==> config.mk <==
export PLATFORM = sky130hd
export DESIGN_NAME = board_display_scanner_flat
export DESIGN_NICKNAME = d
export VERILOG_FILES = /design/src/rtl/board_display_scanner_pkg.sv /design/src/rtl/board_display_scanner_if.sv /design/src/rtl/board_display_scanner_tile_seg_encoder.sv /design/src/rtl/board_display_scanner.sv /design/src/flat_wrapper.sv
export SDC_FILE = /design/constraint.sdc
export NUM_CORES = 1
export LEC_CHECK = 0
export CAP_MARGIN = 20
export CORE_MARGIN = 4
export CORE_UTILIZATION = 40
export CTS_BUF_LIST = sky130_fd_sc_hd__clkbuf_8 sky130_fd_sc_hd__clkbuf_16
export CTS_CLUSTER_SIZE = 14
export DETAILED_ROUTE_END_ITERATION = 6
export GPL_ROUTABILITY_DRIVEN = 0
export PLACE_DENSITY_LB_ADDON = 0.15
export REMOVE_ABC_BUFFERS = 1
export SLEW_MARGIN = 5
export SYNTH_ARGS = -nofsm -noshare
export SYNTH_HDL_FRONTEND = slang
export SYNTH_SLANG_ARGS = --single-unit
export TNS_END_PERCENT = 10
==> constraint.sdc <==
create_clock -name clk -period 3.8 [get_ports clk]
set_clock_uncertainty 0.05 [all_clocks]
set_input_delay 0.38 -clock clk [delete_from_list [all_inputs] [get_ports clk]]
set_output_delay 0.38 -clock clk [all_outputs]
set_load 0.01 [all_outputs]
==> src/rtl/board_display_scanner_pkg.sv <==
// Shared types and constants for the board display scanner.
// Board word layout, tile indexing and 7-segment glyph patterns.
package board_display_scanner_pkg;

  localparam int TILE_W    = 4;
  localparam int NUM_TILES = 16;
  localparam int DIGITS    = 8;
  localparam int BOARD_W   = TILE_W * NUM_TILES;

  typedef logic [BOARD_W-1:0] board_t;
  typedef logic [TILE_W-1:0]  tile_t;
  typedef logic [3:0]         tile_idx_t;
  typedef logic [2:0]         digit_t;
  typedef logic [6:0]         seg7_t;

  typedef enum logic {
    PAGE0 = 1'b0,
    PAGE1 = 1'b1
  } page_e;

  // gfedcba, active-high
  localparam seg7_t SEG_BLANK = 7'h00;
  localparam seg7_t SEG_1     = 7'h06;
  localparam seg7_t SEG_2     = 7'h5B;
  localparam seg7_t SEG_3     = 7'h4F;
  localparam seg7_t SEG_4     = 7'h66;
  localparam seg7_t SEG_5     = 7'h6D;
  localparam seg7_t SEG_6     = 7'h7D;
  localparam seg7_t SEG_7     = 7'h07;
  localparam seg7_t SEG_8     = 7'h7F;
  localparam seg7_t SEG_9     = 7'h6F;
  localparam seg7_t SEG_A     = 7'h77;
  localparam seg7_t SEG_B     = 7'h7C;
  localparam seg7_t SEG_C     = 7'h39;
  localparam seg7_t SEG_D     = 7'h5E;
  localparam seg7_t SEG_E     = 7'h79;
  localparam seg7_t SEG_F     = 7'h71;

  // Tile i = row*4+col lives in bits [4i+3:4i], row 0 on top.
  function automatic tile_t board_tile(board_t b, tile_idx_t idx);
    return b[idx*TILE_W +: TILE_W];
  endfunction

  // Page 0 shows tiles 0-7, page 1 shows tiles 8-15.
  function automatic tile_idx_t page_tile(page_e pg, digit_t d);
    return {pg == PAGE1, d};
  endfunction

  // Decimal point marks the end of each board row.
  function automatic logic row_end(digit_t d);
    return d[1:0] == 2'b11;
  endfunction

endpackage

==> src/rtl/board_display_scanner_if.sv <==
// Board-state input and multiplexed display output bundle.
// slave: scanner side; master: board source / display side.
interface board_display_scanner_if;
  import board_display_scanner_pkg::*;

  board_t     total_current_state;
  logic       freeze;
  logic [7:0] seg_data;
  logic [7:0] seg_com;
  logic       page;
  logic       frame_latched;

  modport slave (
    input  total_current_state,
    input  freeze,
    output seg_data,
    output seg_com,
    output page,
    output frame_latched
  );

  modport master (
    output total_current_state,
    output freeze,
    input  seg_data,
    input  seg_com,
    input  page,
    input  frame_latched
  );

endinterface

==> src/rtl/board_display_scanner_tile_seg_encoder.sv <==
// Tile exponent to 7-segment glyph lookup (combinational).
// tile_i: 4-bit exponent; seg_o: gfedcba, zero tile is blank.
module tile_seg_encoder
  import board_display_scanner_pkg::*;
(
  input  tile_t tile_i,
  output seg7_t seg_o
);

  always_comb begin
    seg_o = SEG_BLANK;
    unique case (tile_i)
      4'h0: seg_o = SEG_BLANK;
      4'h1: seg_o = SEG_1;
      4'h2: seg_o = SEG_2;
      4'h3: seg_o = SEG_3;
      4'h4: seg_o = SEG_4;
      4'h5: seg_o = SEG_5;
      4'h6: seg_o = SEG_6;
      4'h7: seg_o = SEG_7;
      4'h8: seg_o = SEG_8;
      4'h9: seg_o = SEG_9;
      4'hA: seg_o = SEG_A;
      4'hB: seg_o = SEG_B;
      4'hC: seg_o = SEG_C;
      4'hD: seg_o = SEG_D;
      4'hE: seg_o = SEG_E;
      4'hF: seg_o = SEG_F;
      default: seg_o = SEG_BLANK;
    endcase
  end

endmodule

==> src/rtl/board_display_scanner.sv <==
// Board display scanner: 8-digit muxed 7-seg, two pages of 8 tiles.
// clk/rst (async active-low); bus.slave carries board in, display out.
module board_display_scanner
  import board_display_scanner_pkg::*;
#(
  parameter int DIGIT_TICKS = 50000,
  parameter int PAGE_SCANS  = 400
) (
  input  logic clk,
  input  logic rst,
  board_display_scanner_if.slave bus
);

  localparam int TW = (DIGIT_TICKS > 2) ? $clog2(DIGIT_TICKS) : 1;
  localparam int SW = (PAGE_SCANS > 1) ? $clog2(PAGE_SCANS) : 1;

  localparam logic [TW-1:0] TICK_LAST = TW'(DIGIT_TICKS - 1);
  localparam logic [SW-1:0] SCAN_LAST = SW'(PAGE_SCANS - 1);

  logic [TW-1:0] tick_q, tick_d;
  digit_t        digit_q, digit_d;
  logic [SW-1:0] scan_q, scan_d;
  board_t        snap_q, snap_d;
  page_e         page_q;
  logic          init_q;
  logic          frame_q;
  logic [7:0]    seg_com_q;
  logic [7:0]    seg_data_q;

  logic  step;
  logic  wrap;
  logic  bound;
  logic  load;
  tile_t tile;
  seg7_t glyph;

  assign step  = tick_q == TICK_LAST;
  assign wrap  = step && (digit_q == 3'd7);
  assign bound = wrap && (scan_q == SCAN_LAST);
  // init_q forces one load on the first clock out of reset
  assign load  = wrap || init_q;

  always_comb begin
    tick_d  = step ? '0 : tick_q + 1'b1;
    digit_d = step ? digit_q + 3'd1 : digit_q;
    scan_d  = scan_q;
    if (wrap) begin
      scan_d = bound ? '0 : scan_q + 1'b1;
    end
    snap_d = load ? bus.total_current_state : snap_q;
  end

  always_ff @(posedge clk or negedge rst) begin
    if (!rst) begin
      tick_q  <= '0;
      digit_q <= '0;
      scan_q  <= '0;
      snap_q  <= '0;
      init_q  <= 1'b1;
      frame_q <= 1'b0;
    end else begin
      tick_q  <= tick_d;
      digit_q <= digit_d;
      scan_q  <= scan_d;
      snap_q  <= snap_d;
      init_q  <= 1'b0;
      frame_q <= load && (bus.total_current_state != snap_q);
    end
  end

  always_ff @(posedge clk or negedge rst) begin
    if (!rst) begin
      page_q <= PAGE0;
    end else if (bound && !bus.freeze) begin
      unique case (page_q)
        PAGE0:   page_q <= PAGE1;
        PAGE1:   page_q <= PAGE0;
        default: page_q <= PAGE0;
      endcase
    end
  end

  // Mux reads the snapshot only; the live word never reaches a digit.
  assign tile = board_tile(snap_q, page_tile(page_q, digit_q));

  tile_seg_encoder u_enc (
    .tile_i (tile),
    .seg_o  (glyph)
  );

  always_ff @(posedge clk or negedge rst) begin
    if (!rst) begin
      seg_com_q  <= 8'hFF;
      seg_data_q <= 8'h00;
    end else begin
      seg_com_q  <= ~(8'b1 << digit_q);
      seg_data_q <= {row_end(digit_q), glyph};
    end
  end

  assign bus.seg_com       = seg_com_q;
  assign bus.seg_data      = seg_data_q;
  assign bus.page          = (page_q == PAGE1);
  assign bus.frame_latched = frame_q;

endmodule
==> src/flat_wrapper.sv <==
// flat-port wrapper written by rule: the top's interface ports become plain ports
module board_display_scanner_flat import board_display_scanner_pkg::*;
#(
  parameter int DIGIT_TICKS = 50000,
  parameter int PAGE_SCANS  = 400
)
  (clk, rst, bus_total_current_state, bus_freeze, bus_seg_data, bus_seg_com, bus_page, bus_frame_latched);
  board_display_scanner_if bus_i ();
  input  logic clk;
  input  logic rst;
  input wire logic [$bits(bus_i.total_current_state)-1:0] bus_total_current_state;
  input wire logic [$bits(bus_i.freeze)-1:0] bus_freeze;
  output wire logic [$bits(bus_i.seg_data)-1:0] bus_seg_data;
  output wire logic [$bits(bus_i.seg_com)-1:0] bus_seg_com;
  output wire logic [$bits(bus_i.page)-1:0] bus_page;
  output wire logic [$bits(bus_i.frame_latched)-1:0] bus_frame_latched;
  assign bus_i.total_current_state = bus_total_current_state;
  assign bus_i.freeze = bus_freeze;
  assign bus_seg_data = bus_i.seg_data;
  assign bus_seg_com = bus_i.seg_com;
  assign bus_page = bus_i.page;
  assign bus_frame_latched = bus_i.frame_latched;
  board_display_scanner #(.DIGIT_TICKS(DIGIT_TICKS), .PAGE_SCANS(PAGE_SCANS)) u_core (.clk(clk), .rst(rst), .bus(bus_i));
endmodule
# == Yosys cells after proc, flatten, opt, wreduce, memory -nomap -nowiden ==
# Memories as Yosys holds them, arrays and structs flattened. A register that Yosys moved wholly into a read port is not among the register bits.
# Index checks and enable logic that the tools add are counted.
# word_totals
input_bits,67
wordCells,32
reg_bits,111
mem_bits_ro,112
n_memories,1
# memory_table
memory,depth,width,rd,rd_clocked_by_memory_dff,wr,line,text
(name not given),16,7,1,1,0,board_display_scanner_tile_seg_encoder.sv:12,unique case (tile_i)
# classes
addsub,3
n_mux,3
reduce_logical,7
bitwise,2
shifts,2
eq_ne,5
# op_table
cell,count
$ne A64 B64 Y1,1
$shiftx A64 B7 Y4,1
$add A16 B1 Y16 const B,1
$eq A16 B16 Y1 const B,1
$mux W16,1
$add A9 B1 Y9 const B,1
$eq A9 B9 Y1 const B,1
$mux W9,1
$not A8 Y8,1
$shl A1 B3 Y8 const A,1
$logic_and A1 B1 Y1,4
$add A3 B1 Y3 const B,1
$eq A3 B3 Y1 const B,1
$eq A2 B2 Y1 const B,1
$logic_not A1 Y1,2
$pmux W1 S2,1
$logic_or A1 B1 Y1,1
$not A1 Y1,1

# == Depth between registers and ports, before layout ==
# Gate-level depths: netlist of run 1.
# depth
word_depth,4
mapped_depth,10
depth_no_buf,8

# == Cells and area by module ==
# From an unflattened synthesis of run 1, not the netlist that was laid out.
# hier_totals
hier_cells,439
hier_area_um2,5958.2
# by_module_without_submodules
module,instances,area_each_um2,cells_each
board_display_scanner,1,5715.5,411
tile_seg_encoder,1,242.7,28

# == Worst setup path after synthesis of run 1 ==
# OpenSTA, ideal clock, no wires.
# synth_timing
kind,reg2reg
start,register u_core.digit_q[0]
end,register u_core.seg_data_q[0] (netlist: u_core.bus.seg_data[0])
t_required_ps,3685
path_slack_ps,1391
arrival_time_ps,2295
path_stages_with_launch,10
synth_period_minus_slack_ps,2409
setup_ps,65
cell_sequence,dfrtp_1 > buf_4 > buf_4 > mux4_2 > mux2_2 > o21ai_2 > inv_1 > ha_1 > o21ai_0 > o22a_1
# synth_between
elab_chain_cells,1
# synth_rtl
element,line,text
start: declaration,board_display_scanner.sv:21,"digit_t digit_q, digit_d;"
start signal: assignment,board_display_scanner.sv:63,digit_q <= digit_d;
$shiftx A64 B7 Y4,board_display_scanner_pkg.sv:41,return b[idx*TILE_W +: TILE_W];
end: declaration,board_display_scanner.sv:28,logic [7:0] seg_data_q;
# No other way between the ends.
# A chain may end at the register's enable or synchronous reset.

# == Worst setup path in the final report of run 1 ==
# Ends and elaborated chain as after synthesis.

==> results.ini, run 1 <==
[outcome]
outcome = finished, final reports clean

[die]
io_pins = 85
die_y_um = 131
floorplan.die_area_sq_um = 17100
floorplan.initialDensity_pct = 41.1
die_w_um = 131
num_rows = 44
coreArea_sq_um = 14600

[synth]
avgSynthCellArea_sq_um = 13.0
async_flop_share_pct = 100
yosys_warnings = 0
synthFlopType = dfrtp_1
synth_seq_cells = 111
synth_top_area_cell = dfrtp_1
ys_seq_area_share_pct = 46.4
synth_cells = 464
synth_edf_count = 0
syn-cell-area_sq_um = 6010
yosys-top-cells-area = dfrtp_1, mux2_4, xor2_1
synth_cell_types = 45
yosys.area.top_type_share_pct = 42.4

[cts]
cts-root-buf = clkbuf_16
cts_resized = 0
cts.sinks = 111
cts_buffers = 9
cts_setup_buffers = 0
cts_tree = yes
clkTransAtPathRegs_ns = 0.07
cts_buffer_depth = 2
clkLatencyLatePin_ns = 0.35
cts_htree_levels = 3
postCtsHoldBufs = 0

[worst_setup_path]
arrival_ns = 3.14
critPathCaptureType = flip-flop
rr_startpoint = u_core.digit_q[0]$_DFFE_PN0N_
worstPathCellList = mux4_2, mux2_2, o21ai_2, inv_1, ha_1, o21ai_0, o22a_1
crit_path_max_incr_delay_ns = 0.93
cp_max_fo = 16
cpMaxStageDelayCell = dfrtp_1
cp_data_required_time_ns = 4.04
crit_path_start = u_core.digit_q[0]$_DFFE_PN0N_
critPathKind = reg2reg
cp-start-kind = flip-flop

[routing]
wl_per_cell_um = 18.1
drtAntennaViolNets = 0
drtIter0Drc = 144
drt_first_pass_iters = 4
vias = 3739
drc = 0
wl_um = 13400
viasPerCell = 5.06

[global_route]
antenna_found_initial = 0
grt_pass1_vias = 3940
grt_use_total_pct = 16.5
grt_pass1_wl_um = 21400
grt-ovfl-total = 0
met1_usage_pct = 22.2
grt_use_met2_pct = 26.8
met3_usage_pct = 4.55
grt_max_degree = 52
busiest_layer = met2

[power]
power.density_nw_per_um2 = 374
p_clk_share_pct = 32.9
p_leak_nw = 3.14
p_sw_share_pct = 26.0
seqPwrFrac_pct = 49.9
peakVddDrop_mv = 0.232
combinationalPowerShare_pct = 17.1
internal-power_w = 0.00200
switchingPower_w = 0.000704

[sta]
period_share_pct = 76.3
timing.final.crit_period_ns = 2.90
drv_slew = 0
fmax_mhz = 345
hold_viol = 0
whs_ns = 0.00118
relSlewSlack_pct = 39.9
rsz0062_at_grt = false
setup_viol = 0
setup_tns_ns = 0
worst_pin_slew_ns = 0.901

[layout]
final_net_count = 631
syn2layout_area_growth_pct = 20.4
drive_gt1_share_pct = 21.3
n_antenna_cell = 0
final_common_cell = dfrtp_1
final_cell_mix = dfrtp_1, clkdlybuf4s50_1, xor2_1, mux2_4, nand2_1

[min_path]
hp-class = in2async

[placement]
io_buffers = 84
hpwl_um = 10000

[job]
timing.max_cap.violations = 0

==> logic make-up (layout without fill, tap and decap cells) <==
logic type | after synthesis | after routing | share of synthesized area (%)
and+or+nand+nor | 114 | 114 | 9.84
DFF | 111 | 111 | 46.4
muxes | 87 | 87 | 21.8
xor gates and xnor gates | 84 | 84 | 12.2
AOI/OAI and AO/OA | 27 | 27 | 3.00
buffers and inverters | 26 | 117 | 3.77
adders and majority gates | 14 | 14 | 2.91
other | 1 | 1 | 0.0623
==> per-layer routing <==
layer  vias up  wire [um]
li1       1812          -
met1      1850       6150
met2        66       6590
met3        11        505
met4         0        140
met5         -          0
==> power groups by stage <==
stage / clock, W / combinational, W / sequential [W]
after floorplan: 0 / 0.000266 / 0.00135
after global placement: 0 / 0.000462 / 0.00137
after detailed placement: 0 / 0.000468 / 0.00137
after CTS: 0.000920 / 0.000471 / 0.00135
after global routing: 0.000962 / 0.000504 / 0.00136
final: 0.000891 / 0.000464 / 0.00135
==> worst max-delay path, delay by kind of cell (launching register included) <==
family                   cells  cell delay [ns]
AO/OA/AOI/OAI                3             0.57
adder cells (fa/ha/maj)      1             0.26
buffers and inverters        1             0.12
flip-flops                   1             0.93
multiplexers                 2             0.89
==> through the flow <==
step | utilization, % | setup WS [ns] | area, sq um | power (W) | cells
detailed placement | 47.5 | 0.903 | 6960 | 0.00184 | 723
finish | 49.4 | 0.901 | 7240 | 0.00271 | 739
global placement | 47.5 | 0.960 | 6960 | 0.00183 | 723
global route | 49.4 | 0.649 | 7240 | 0.00283 | 739
CTS | 49.4 | 0.870 | 7240 | 0.00274 | 739
floorplan | - | 0.449 | 5820 | 0.00162 | 447
==> synthesized netlist by cell type (all sizes together), types with 2 or more instances <==
library cell / number
nor4: 18
nand2: 25
nand4: 8
dfrtp: 102
nand3: 17
xnor2: 6
o22a: 2
mux2: 66
buf: 16
and3: 7
mux4: 14
mux2i: 7
inv: 9
o21a: 2
a22oi: 3
o21ai: 10
nor2: 24
nor3: 2
dfstp: 9
a21oi: 3
xor2: 78
a21o: 2
and2: 3
nor2b: 4
ha: 14
==> state kept, by name (all words and copies together) (netlist names) <==
name                      count
u_core.bus.frame_latched      1
u_core.bus.page               1
u_core.bus.seg_com            8
u_core.bus.seg_data           8
u_core.digit_q                3
u_core.init_q                 1
u_core.scan_q                 9
u_core.snap_q                64
u_core.tick_q                16
==> area by class of cell <==
type,count,area (sq um)
Fill cell,1331,7400
Multi-Input combinational cell,327,3000
Sequential cell,111,2790
Timing Repair Buffer,92,911
Clock buffer,10,239
Tap cell,184,230
Clock inverter,6,37.5
Inverter,9,33.8
==> worst paths after layout <==
path                       slack, ns  cells past startpoint                          endpoint
setup / recovery                0.90                      7  u_core.bus.seg_data[0]$_DFF_PN0_
hold / removal                 0.001                      1        u_core.tick_q[9]$_DFF_PN0_
setup reg to reg                0.90                      7  u_core.bus.seg_data[0]$_DFF_PN0_
hold reg to reg                 0.44                      1        u_core.tick_q[0]$_DFF_PN0_
max in group asynchronous       2.76                      2           u_core.init_q$_DFF_PN1_
min in group clk                0.44                      1        u_core.tick_q[0]$_DFF_PN0_
No activity file was read; power rests on OpenSTA's default activity.
==> run 2, diff against run 1 <==
clock period = 2.4 ns   (was 3.8 ns; I/O delays follow)
==> results.ini, run 2 (synthesis results as in run 1) <==
[cts]
cts_tree = yes
cts.sinks = 111  ; unchanged
cts-root-buf = clkbuf_16
cts_buffer_depth = 2  ; unchanged
cts_htree_levels = 3  ; unchanged
cts_buffers = 9  ; unchanged
clkTransAtPathRegs_ns = 0.07  ; about the same
clkLatencyLatePin_ns = 0.35  ; about the same

[layout]
largest_reg_flops = 64  ; unchanged
max_flop_register = u_core.snap_q
final_util_pct = 50.6  ; +1.2 points
final_net_count = 646  ; +2.4%
final_common_cell = dfrtp_1
n_antenna_cell = 0  ; unchanged
final_area_sq_um = 7410  ; +2.3%
final_cell_mix = dfrtp_1, clkdlybuf4s50_1, xor2_1, mux2_4, nand2_1
largestRegisters = u_core.snap_q: 64 flops, u_core.tick_q: 16 flops, u_core.scan_q: 9 flops
syn2layout_area_growth_pct = 23.2
drive_gt1_share_pct = 23.3  ; +2.1 points
layout.cells.non_filler = 754  ; +2.0%

[sta]
hold_viol = 0  ; unchanged
timing.final.crit_period_ns = 2.28  ; -0.616 ns
worst_pin_slew_ns = 0.536  ; -0.365 ns
period_share_pct = 95.1  ; +19 points
setup_viol = 0  ; unchanged
rsz0062_at_grt = false
relSlewSlack_pct = 64.3  ; +24 points
setup_tns_ns = 0  ; unchanged
fmax_mhz = 438  ; +27%
drv_slew = 0  ; unchanged

[placement]
hpwl_um = 10100  ; +0.59%
io_buffers = 84  ; unchanged
place_area_sq_um = 7080  ; +1.6%
dp_cells = 733  ; +1.4%

[routing]
wl_um = 13300  ; -1.0%
wl_per_cell_um = 17.6  ; -3.0%
viasPerCell = 5.07  ; +0.24%
drtIter0Drc = 162  ; +13%
vias = 3824  ; +2.3%
drc = 0  ; unchanged
drt_first_pass_iters = 4  ; unchanged
drtAntennaViolNets = 0  ; unchanged

[worst_setup_path]
cp_max_fo = 34  ; +18
worstPathCellList = buf_12, buf_4, ha_1, ha_1, and2_4, nor2_4, buf_12, mux2_2
cp_data_required_time_ns = 2.59  ; -1.45 ns
cp.buffers_inverters = 3  ; +2
critical_path.top_delay_family = buffers and inverters
arrival_ns = 2.47  ; -0.67 ns
cpMaxStageDelayCell = dfrtp_1
critPathCaptureType = flip-flop
crit_path_max_incr_delay_ns = 0.41  ; -0.52 ns
critPathKind = reg2reg
cp-start-kind = flip-flop

[job]
timing.max_cap.violations = 0  ; unchanged

[power]
peakVddDrop_mv = 0.327  ; +41%
power.density_nw_per_um2 = 582  ; +56%
p_leak_nw = 3.24  ; +3.1%

[global_route]
grt-ovfl-total = 0  ; unchanged
grt_pass1_wl_um = 21400  ; about the same
grt_use_total_pct = 16.6  ; +0.087 points
grt_pass1_vias = 3938  ; -0.051%
antenna_found_initial = 0  ; unchanged
grt_max_degree = 53  ; +1.9%

[die]
coreArea_sq_um = 14600  ; unchanged
die_y_um = 131  ; unchanged
floorplan.die_area_sq_um = 17100  ; unchanged
io_pins = 85  ; unchanged
num_rows = 44  ; unchanged
floorplan.initialDensity_pct = 41.1  ; unchanged
die_w_um = 131  ; unchanged

[min_path]
hp-class = in2async

[outcome]
outcome = finished, final reports clean

run 2: worst register-to-register path, cell delays in order (launching register included):
cell and delay (ns):
dfrtp_1 0.41, buf_12 0.16, buf_4 0.15, ha_1 0.23, ha_1 0.20, and2_4 0.17, nor2_4 0.14, buf_12 0.26
mux2_2 0.40
run 2: final cells by class:
| cell class | instances | area (sq um) |
|---|---|---|
| clock buffer | 11 | 253 |
| clock inverter | 5 | 25.0 |
| fill | 1337 | 7240 |
| inverter | 9 | 33.8 |
| multi-input combinational | 327 | 3000 |
| sequential | 111 | 2790 |
| tap | 184 | 230 |
| timing repair buffer | 107 | 1080 |
run 2: where the power goes:
part           switching [W]  internal, W  total [W]
clock               0.000671     0.000751    0.00142
combinational       0.000301     0.000456   0.000757
sequential          0.000126      0.00201    0.00213
run 2: through the flow:
step	hold slack [ns]	power, W	setup slack, ns
floorplan	-0.106	0.00256	-0.951
global placement	0.206	0.00292	0.124
detailed placement	0.214	0.00293	0.0313
CTS	0.370	0.00437	0.0140
global route	0.412	0.00452	0.00600
finish	0.356	0.00431	0.117
run 2: worst paths after layout:
kind | cells after the start | start | slack [ns] | to
min in group clk | 1 | u_core.scan_q[2]$_DFFE_PN0P_ | 0.45 | u_core.scan_q[2]$_DFFE_PN0P_
hold / removal | 2 | rst | 0.36 | u_core.scan_q[4]$_DFFE_PN0P_
hold reg to reg | 1 | u_core.scan_q[2]$_DFFE_PN0P_ | 0.45 | u_core.scan_q[2]$_DFFE_PN0P_
setup reg to reg | 8 | u_core.digit_q[0]$_DFFE_PN0N_ | 0.12 | u_core.snap_q[54]$_DFFE_PN0P_
setup / recovery | 8 | u_core.digit_q[0]$_DFFE_PN0N_ | 0.12 | u_core.snap_q[54]$_DFFE_PN0P_
max in group asynchronous | 3 | rst | 1.24 | u_core.snap_q[35]$_DFFE_PN0P_
run 2: metal layers:
layer  track usage [%]  vias up  part of all wire (%)  wire length [um]
met2              26.4       76                    48              6350
met4              5.08        0                   1.6               218
li1                  -     1832                     -                 -
met3              3.66       15                   3.4               456
met5                 0        -                     0                 0
met1              22.7     1901                    47              6220
run 2: timing repair:
item | in CTS | in global routing
hold endpoints to repair | 28 | 0
resized for setup | 0 | 2
hold buffers | 1 | 0
setup endpoints to repair | 0 | 4
setup buffers | 0 | 4
